[src/rtl/alu_issue_pkg.sv]
// Shared definitions for the ALU issue stage: instruction field layout, funct codes
// and the decoded-instruction struct.
package alu_issue_pkg;

  localparam int FUNCT_W     = 5;
  localparam int REG_AW      = 5;
  localparam int INSTR_IMM_W = 11;

  localparam int FUNCT_LSB   = 27;
  localparam int RD_LSB      = 22;
  localparam int RS_LSB      = 17;
  localparam int RT_LSB      = 12;
  localparam int IMM_SEL_BIT = 11;
  localparam int IMM_LSB     = 0;

  localparam logic [FUNCT_W-1:0] FN_ADD_S = 5'b00000;
  localparam logic [FUNCT_W-1:0] FN_SUB_S = 5'b00001;
  localparam logic [FUNCT_W-1:0] FN_ADD_U = 5'b00010;
  localparam logic [FUNCT_W-1:0] FN_SUB_U = 5'b00011;
  localparam logic [FUNCT_W-1:0] FN_AND   = 5'b00100;
  localparam logic [FUNCT_W-1:0] FN_OR    = 5'b00101;
  localparam logic [FUNCT_W-1:0] FN_SHL   = 5'b00110;
  localparam logic [FUNCT_W-1:0] FN_SHR   = 5'b00111;
  localparam logic [FUNCT_W-1:0] FN_SLT   = 5'b01000;

  localparam logic [REG_AW-1:0] REG_ZERO = 5'd0;

  typedef struct packed {
    logic [FUNCT_W-1:0]     funct;
    logic [REG_AW-1:0]      rd;
    logic [REG_AW-1:0]      rs;
    logic [REG_AW-1:0]      rt;
    logic                   imm_sel;
    logic [INSTR_IMM_W-1:0] imm;
  } instr_t;

  function automatic instr_t decode_instr(input logic [31:0] w);
    instr_t d;
    d.funct   = w[FUNCT_LSB +: FUNCT_W];
    d.rd      = w[RD_LSB +: REG_AW];
    d.rs      = w[RS_LSB +: REG_AW];
    d.rt      = w[RT_LSB +: REG_AW];
    d.imm_sel = w[IMM_SEL_BIT];
    d.imm     = w[IMM_LSB +: INSTR_IMM_W];
    return d;
  endfunction

endpackage

[src/rtl/alu_issue_regfile.sv]
// Register file for the ALU issue stage: three combinational read ports (rs, rt, debug),
// one synchronous write port, entry 0 hardwired to zero.
module alu_issue_regfile
  import alu_issue_pkg::*;
#(
  parameter int XLEN  = 32,
  parameter int NREGS = 32,
  parameter int AW    = $clog2(NREGS)
) (
  input  logic            clk,
  input  logic            rst,
  input  logic [AW-1:0]   rs_addr,
  output logic [XLEN-1:0] rs_data,
  input  logic [AW-1:0]   rt_addr,
  output logic [XLEN-1:0] rt_data,
  input  logic [AW-1:0]   dbg_addr,
  output logic [XLEN-1:0] dbg_data,
  input  logic            we,
  input  logic [AW-1:0]   wr_addr,
  input  logic [XLEN-1:0] wr_data
);

  logic [XLEN-1:0] regs_reg [NREGS];
  logic [AW-1:0]   rd_addr  [3];
  logic [XLEN-1:0] rd_data  [3];

  // Entry 0 is never written, so it keeps its reset value; reads mask it anyway.
  always_ff @(posedge clk) begin
    if (rst) begin
      for (int i = 0; i < NREGS; i++) begin
        regs_reg[i] <= '0;
      end
    end else if (we && (wr_addr != AW'(REG_ZERO))) begin
      regs_reg[wr_addr] <= wr_data;
    end
  end

  assign rd_addr[0] = rs_addr;
  assign rd_addr[1] = rt_addr;
  assign rd_addr[2] = dbg_addr;

  generate
    for (genvar gi = 0; gi < 3; gi++) begin : g_rd
      assign rd_data[gi] = (rd_addr[gi] == AW'(REG_ZERO)) ? '0 : regs_reg[rd_addr[gi]];
    end
  endgenerate

  assign rs_data  = rd_data[0];
  assign rt_data  = rd_data[1];
  assign dbg_data = rd_data[2];

endmodule

[src/rtl/alu_issue_stage.sv]
// Single-issue feeder for the 32-bit ALU with operand read, issue register and write-back.
// Optional macro ALU_ISSUE_FWD_EN: forward alu_out to dependent operands instead of stalling.
module alu_issue_stage
  import alu_issue_pkg::*;
#(
  parameter int XLEN  = 32,
  parameter int NREGS = 32,
  parameter int IMM_W = 11
) (
  input  logic            clk,
  input  logic            rst,
  input  logic            in_valid,
  output logic            in_ready,
  input  logic [31:0]     in_instr,
  input  logic            hold,
  output logic [4:0]      alu_funct,
  output logic [XLEN-1:0] alu_a,
  output logic [XLEN-1:0] alu_b,
  input  logic [XLEN-1:0] alu_out,
  output logic            wb_valid,
  output logic [4:0]      wb_rd,
  output logic [XLEN-1:0] wb_data,
  output logic [31:0]     retire_cnt,
  input  logic [4:0]      dbg_addr,
  output logic [XLEN-1:0] dbg_data
);

  instr_t          dec;
  logic            adv;
  logic            accept;
  logic            commit;
  logic            rs_match;
  logic            rt_match;
  logic [XLEN-1:0] rs_data;
  logic [XLEN-1:0] rt_data;
  logic [XLEN-1:0] opa_next;
  logic [XLEN-1:0] rt_val;
  logic [XLEN-1:0] opb_next;
  logic [XLEN-1:0] imm_ext;

  logic            issue_valid_reg;
  logic [4:0]      issue_rd_reg;
  logic [4:0]      issue_funct_reg;
  logic [XLEN-1:0] issue_a_reg;
  logic [XLEN-1:0] issue_b_reg;
  logic            wb_valid_reg;
  logic [4:0]      wb_rd_reg;
  logic [XLEN-1:0] wb_data_reg;
  logic [31:0]     retire_cnt_reg;
  logic [31:0]     retire_cnt_next;

  assign dec     = decode_instr(in_instr);
  assign adv     = !hold;
  assign commit  = issue_valid_reg && adv;
  assign imm_ext = {{(XLEN-IMM_W){dec.imm[IMM_W-1]}}, dec.imm[IMM_W-1:0]};

  // A match against rd=0 never counts: r0 reads zero regardless of what is in flight.
  assign rs_match = issue_valid_reg && (issue_rd_reg != REG_ZERO) && (dec.rs == issue_rd_reg);
  assign rt_match = issue_valid_reg && (issue_rd_reg != REG_ZERO) && !dec.imm_sel &&
                    (dec.rt == issue_rd_reg);

`ifdef ALU_ISSUE_FWD_EN
  assign in_ready = !rst && adv;
  assign opa_next = rs_match ? alu_out : rs_data;
  assign rt_val   = rt_match ? alu_out : rt_data;
`else
  // Without forwarding, a dependent instruction waits until the producer has committed.
  assign in_ready = !rst && adv && !(rs_match || rt_match);
  assign opa_next = rs_data;
  assign rt_val   = rt_data;
`endif

  assign opb_next        = dec.imm_sel ? imm_ext : rt_val;
  assign accept          = in_valid && in_ready;
  assign retire_cnt_next = retire_cnt_reg + 32'd1;

  alu_issue_regfile #(
    .XLEN  (XLEN),
    .NREGS (NREGS),
    .AW    (5)
  ) u_regfile (
    .clk      (clk),
    .rst      (rst),
    .rs_addr  (dec.rs),
    .rs_data  (rs_data),
    .rt_addr  (dec.rt),
    .rt_data  (rt_data),
    .dbg_addr (dbg_addr),
    .dbg_data (dbg_data),
    .we       (commit),
    .wr_addr  (issue_rd_reg),
    .wr_data  (alu_out)
  );

  always_ff @(posedge clk) begin
    if (rst) begin
      issue_valid_reg <= 1'b0;
      issue_rd_reg    <= '0;
      issue_funct_reg <= '0;
      issue_a_reg     <= '0;
      issue_b_reg     <= '0;
      wb_valid_reg    <= 1'b0;
      wb_rd_reg       <= '0;
      wb_data_reg     <= '0;
      retire_cnt_reg  <= '0;
    end else begin
      // On a bubble only the valid bit drops; the ALU operands keep their last values.
      if (adv) begin
        issue_valid_reg <= accept;
        if (accept) begin
          issue_rd_reg    <= dec.rd;
          issue_funct_reg <= dec.funct;
          issue_a_reg     <= opa_next;
          issue_b_reg     <= opb_next;
        end
      end
      wb_valid_reg <= commit;
      if (commit) begin
        wb_rd_reg      <= issue_rd_reg;
        wb_data_reg    <= alu_out;
        retire_cnt_reg <= retire_cnt_next;
      end
    end
  end

  assign alu_funct  = issue_funct_reg;
  assign alu_a      = issue_a_reg;
  assign alu_b      = issue_b_reg;
  assign wb_valid   = wb_valid_reg;
  assign wb_rd      = wb_rd_reg;
  assign wb_data    = wb_data_reg;
  assign retire_cnt = retire_cnt_reg;

endmodule

[config.mk]
export PLATFORM = sky130hd
export DESIGN_NAME = alu_issue_stage
export DESIGN_NICKNAME = d
export VERILOG_FILES = /design/src/rtl/alu_issue_pkg.sv /design/src/rtl/alu_issue_regfile.sv /design/src/rtl/alu_issue_stage.sv
export SDC_FILE = /design/constraint.sdc
export NUM_CORES = 2
export LEC_CHECK = 0
export BUFFER_PORTS_ARGS = -buffer_cell sky130_fd_sc_hd__clkbuf_2
export CAP_MARGIN = 5
export CORE_MARGIN = 4
export CORE_UTILIZATION = 30
export CTS_CLUSTER_DIAMETER = 80
export CTS_CLUSTER_SIZE = 24
export DETAILED_ROUTE_END_ITERATION = 16
export PLACE_DENSITY = 0.57
export SKIP_CTS_REPAIR_TIMING = 1
export SYNTH_ARGS = -nofsm -noshare
export SYNTH_HDL_FRONTEND = slang
export SYNTH_SLANG_ARGS = --single-unit
[constraint.sdc]
create_clock -name clk -period 2.5 [get_ports clk]
set_clock_uncertainty 0.15 [all_clocks]
set_input_delay 0.25 -clock clk [delete_from_list [all_inputs] [get_ports clk]]
set_output_delay 0.25 -clock clk [all_outputs]
set_load 0.005 [all_outputs]
After elaboration in Yosys (flattened, before gate mapping). Memories as Yosys holds them, arrays and structs flattened. Cells that the tools add are included. Widths: inputs -> output; s select.

Add/subtract/negate cells: 1. Equality and inequality tests: 2. Multiplexer cells: 12. Bitwise logic cells: 1. Reductions and logical operators: 20.

Operators with widths (number): $mux 32 (5); $add 32x1->32 const B (1); $reduce_or 32->1 (1); $logic_not 5->1 (3); $eq 5x5->1 (2); $logic_and 1x1->1 (9); $mux 1 (6); $mux 5 (1); $reduce_bool 5->1 (1); $logic_not 1->1 (4); $reduce_and 2->1 (1); $logic_or 1x1->1 (1); $not 1->1 (1).

Bits in registers: 145. Bits in writable memories: 1024. Input bits: 73. Output and inout port bits: 172. Memories: 1.

Memory list: u_regfile.regs_reg (depth 32, width 32, read ports 3, clocked after Yosys merged registers in 0, wr ports 32, RTL line alu_issue_regfile.sv:23) `logic [XLEN-1:0] regs_reg [NREGS];`.

Logic depth before layout (Yosys ltp).
Word-level depth: 9. Depth in mapped cells: 10.

Cells and area by module. Synthesis repeated with hierarchy kept, for this count alone.

Cells, all modules: 4977. Area, all modules: 69321.5 um^2.

By module, submodules not included: alu_issue_regfile (times used 1, cells an instance 4255, area each 62645.1 um^2, seq. area each 30749.5 um^2); alu_issue_stage (times used 1, cells an instance 722, area each 6676.4 um^2, seq. area each 2902.8 um^2).

Least setup slack after synthesis. Ideal clock, no wire load.

Path type: input -> output. From: in dbg_addr[0]. To: out dbg_data[10]. Arrival: 2.153 ns. Slack: -0.053 ns. Stages on the path: 7. Buffers on the path: 3. Cells stage by stage: clkbuf_1 buf_2 buf_2 mux4_2 mux4_2 mux2i_1 nor2_1.

Cells in the longest elaborated chain, start to end: 2. Elaborated cells between the ends (all ways): 3.

RTL lines: from (decl) (RTL line alu_issue_stage.sv:24) `input logic [4:0] dbg_addr,`; $mem_v2 32x32 / $logic_not 5->1 (equally long branches); $mux 32 (*) (RTL line alu_issue_regfile.sv:44) `assign rd_data[gi] = (rd_addr[gi] == AW'(REG_ZERO)) ? '0 : regs_reg[rd_addr[gi]];`; to (decl) (RTL line alu_issue_stage.sv:25) `output logic [XLEN-1:0] dbg_data`.

Mark *: on every way between the ends. The rest lies on a longest branch, timed or not.

==> flow_summary.toml <==
[drt]
first_pass_iters = 6
drc = 0
via_per_inst = 6.09
vias = 51900
wire_per_inst_um = 35.3
drtIter0Drc = 8096
drt-total-wl_um = 300000
drtAntennaViolNets = 0

[floorplan]
core_area_um2 = 230000
die_x_um = 488
num_rows = 176
ios = 245
initial_utilization_pct = 30.1
die_area_um2 = 239000
die-height_um = 488

[timing]
slew_headroom_pct = 25.2
timing.final.ws_setup_ns = -0.745
hold_ws_ns = -0.0489
rsz0062_at_grt = "yes"
fin_crit_sh_pct = 130
fmax_ghz = 0.308
finalHoldViolCount = 11
maxSlewViolCount = 0
period_needed_ns = 3.25
setup_viol = 88
tns_ns = -22.24
tightest_slew_ns = 1.12

[placement]
placed_area_um2 = 80100
post-dp-hpwl_um = 202000
port_buffers = 244
gp_congestion = 0.959

[power_and_ir_drop]
power_mw = 47.4
vdd_drop_max_mv = 0.540
p_leak_nw = 30.8
power.density_nw_per_um2 = 557

[global_routing]
grt-ovfl-total = 0
grt_pass1_wl_um = 407000
antenna_found_initial = 28
grt_max_degree = 65
grt_pass1_vias = 50200
grt_util_all_layers_pct = 24.2

[cells_and_area]
area_growth_pct = 22.9
seq_area_um2 = 33700
largest_reg_flops = 1024
final_area_um2 = 85000
drive_gt1_share_pct = 38.0
multi_input_area_um2 = 34100
fin_nets = 5471
fill_cells = 21500

[synthesis]
synth_warnings = 0
synth-edff-count = 1024
synth_area_um2 = 69200
synthCells = 4849
synth_top_flop_cell = "edfxtp_1"
ys_async_sr_fraction_pct = 0
avgSynthCellArea_um2 = 14.3
synth.distinct_cells = 50
synth_seq_area_share_pct = 48.6
ys_ff_latch = 1169

[clocking]
cts.path.max_buffers = 3
htreeDepth = 3
clk_latency_ns = 0.78
cts_buffers = 93
clock_sinks = 1169
clock-root-buffer = "clkbuf_16"
cts_tree = "built"
clk_pin_slew_ns = 0.09

[worst_setup_path]
cp.arrival_ns = 2.85
critPathCaptureType = "output pin"
path_max_fanout = 4
crit_required_ns = 2.10
crit_type = "reg2out"
startpoint_type = "flip-flop"

[flow_run]
cap_violations = 0

[min_path]
hold_class = "in2reg"

[outcome]
failed_checks = "negative hold slack, negative setup slack"
status = "finished with violations"
-- per-layer routing --
layer | up-vias | track usage (%) | routed length [µm]
met3 | 768 | 6.01 | 36200
met4 | 0 | 12.0 | 17700
li1 | 20100 | - | -
met5 | - | 0 | 0
met1 | 26900 | 31.6 | 110000
met2 | 4105 | 37.6 | 136000
-- worst max-delay path, stage by stage (launching register included) --
cell and delay (ns):
edfxtp_1 0.48, mux4_2 0.51, mux4_2 0.51, mux2i_4 0.30, nor2_2 0.12, clkbuf_2 0.16
-- cell usage after synthesis, drive strengths merged, types with 24 or more instances --
cell	instances	area share [%]
buf	164	1.2
o22ai	108	0.98
dfxtp	145	4.2
xor2	24	0.30
mux2	75	1.2
edfxtp	1024	44
nand2	201	1.1
clkbuf	368	2.0
nor3	26	0.19
nor2	164	0.89
nand4	71	0.64
a22oi	31	0.34
a21oi	73	0.53
a221oi	43	0.54
and2	993	9.0
or2	34	0.31
mux2i	274	4.0
a32o	31	0.45
o21bai	31	0.34
a311oi	32	0.40
mux4	784	26
-- report_power, final --
group	total [mW]	internal, mW	switching (mW)
sequential	22.5	21.8	0.662
combinational	7.75	3.61	4.14
clock	17.1	8.15	8.97
-- path summary, 6_finish.rpt --
check                             start      endpoint  slack (ns)  depth (start not counted)
min reg2reg                    wb_rd[1]      wb_rd[1]        0.31                          2
max reg2reg             issue_rd_reg[2]     alu_b[27]       -0.08                          9
max          u_regfile.regs_reg[27][10]  dbg_data[10]       -0.75                          5
min                         alu_out[17]   wb_data[17]       -0.05                          3
-- cells in the final DEF, fill, tap and decap left out, types with 31 or more instances in the layout --
cell type,n
buf_12,235
buf_4,423
a32o_1,31
a221oi_1,43
nor2_4,33
nand4_1,71
and2_1,993
a22oi_1,31
a21oi_1,72
dfxtp_1,139
mux4_2,784
clkbuf_2,224
o22ai_1,108
mux2i_1,254
nor2_1,120
nand2_1,199
clkbuf_16,108
edfxtp_1,1024
mux2_2,75
o21bai_1,31
dlygate4sd3_1,32
conb_1,32
-- area by class of cell --
| type | instances | area share, % |
|---|---|---|
| Antenna cell | 13 | 0.0383 |
| Tap cell | 3026 | 4.45 |
| Clock buffer | 100 | 2.79 |
| Sequential cell | 1169 | 39.6 |
| Timing Repair Buffer | 954 | 11.7 |
| Inverter | 3 | 0.0132 |
| Multi-Input combinational cell | 3176 | 40.1 |
| Clock inverter | 75 | 1.23 |
-- per-stage QoR --
| step | util, % | setup slack, ns | instances |
|---|---|---|---|
| after floorplan | - | -0.0181 | 4880 |
| after global placement | 34.9 | -0.795 | 8228 |
| after detailed placement | 34.9 | -0.743 | 8228 |
| after CTS | 36.3 | -1.02 | 8403 |
| after global routing | 37.0 | -0.791 | 8505 |
| final | 37.0 | -0.745 | 8516 |
-- cell families after synthesis --
group | count (synthesis) | share of synthesized area, %
multiplexers | 1133 | 30.7
AND/OR/NAND/NOR | 1565 | 12.8
flip-flops | 1169 | 48.6
adder cells (fa/ha/maj) | 1 | 0.0181
XOR/XNOR | 40 | 0.506
AO/OA/AOI/OAI | 405 | 4.19
buffers and inverters | 535 | 3.20
other | 1 | 0.00542
Note: power is estimated with default switching activity, not from simulation.
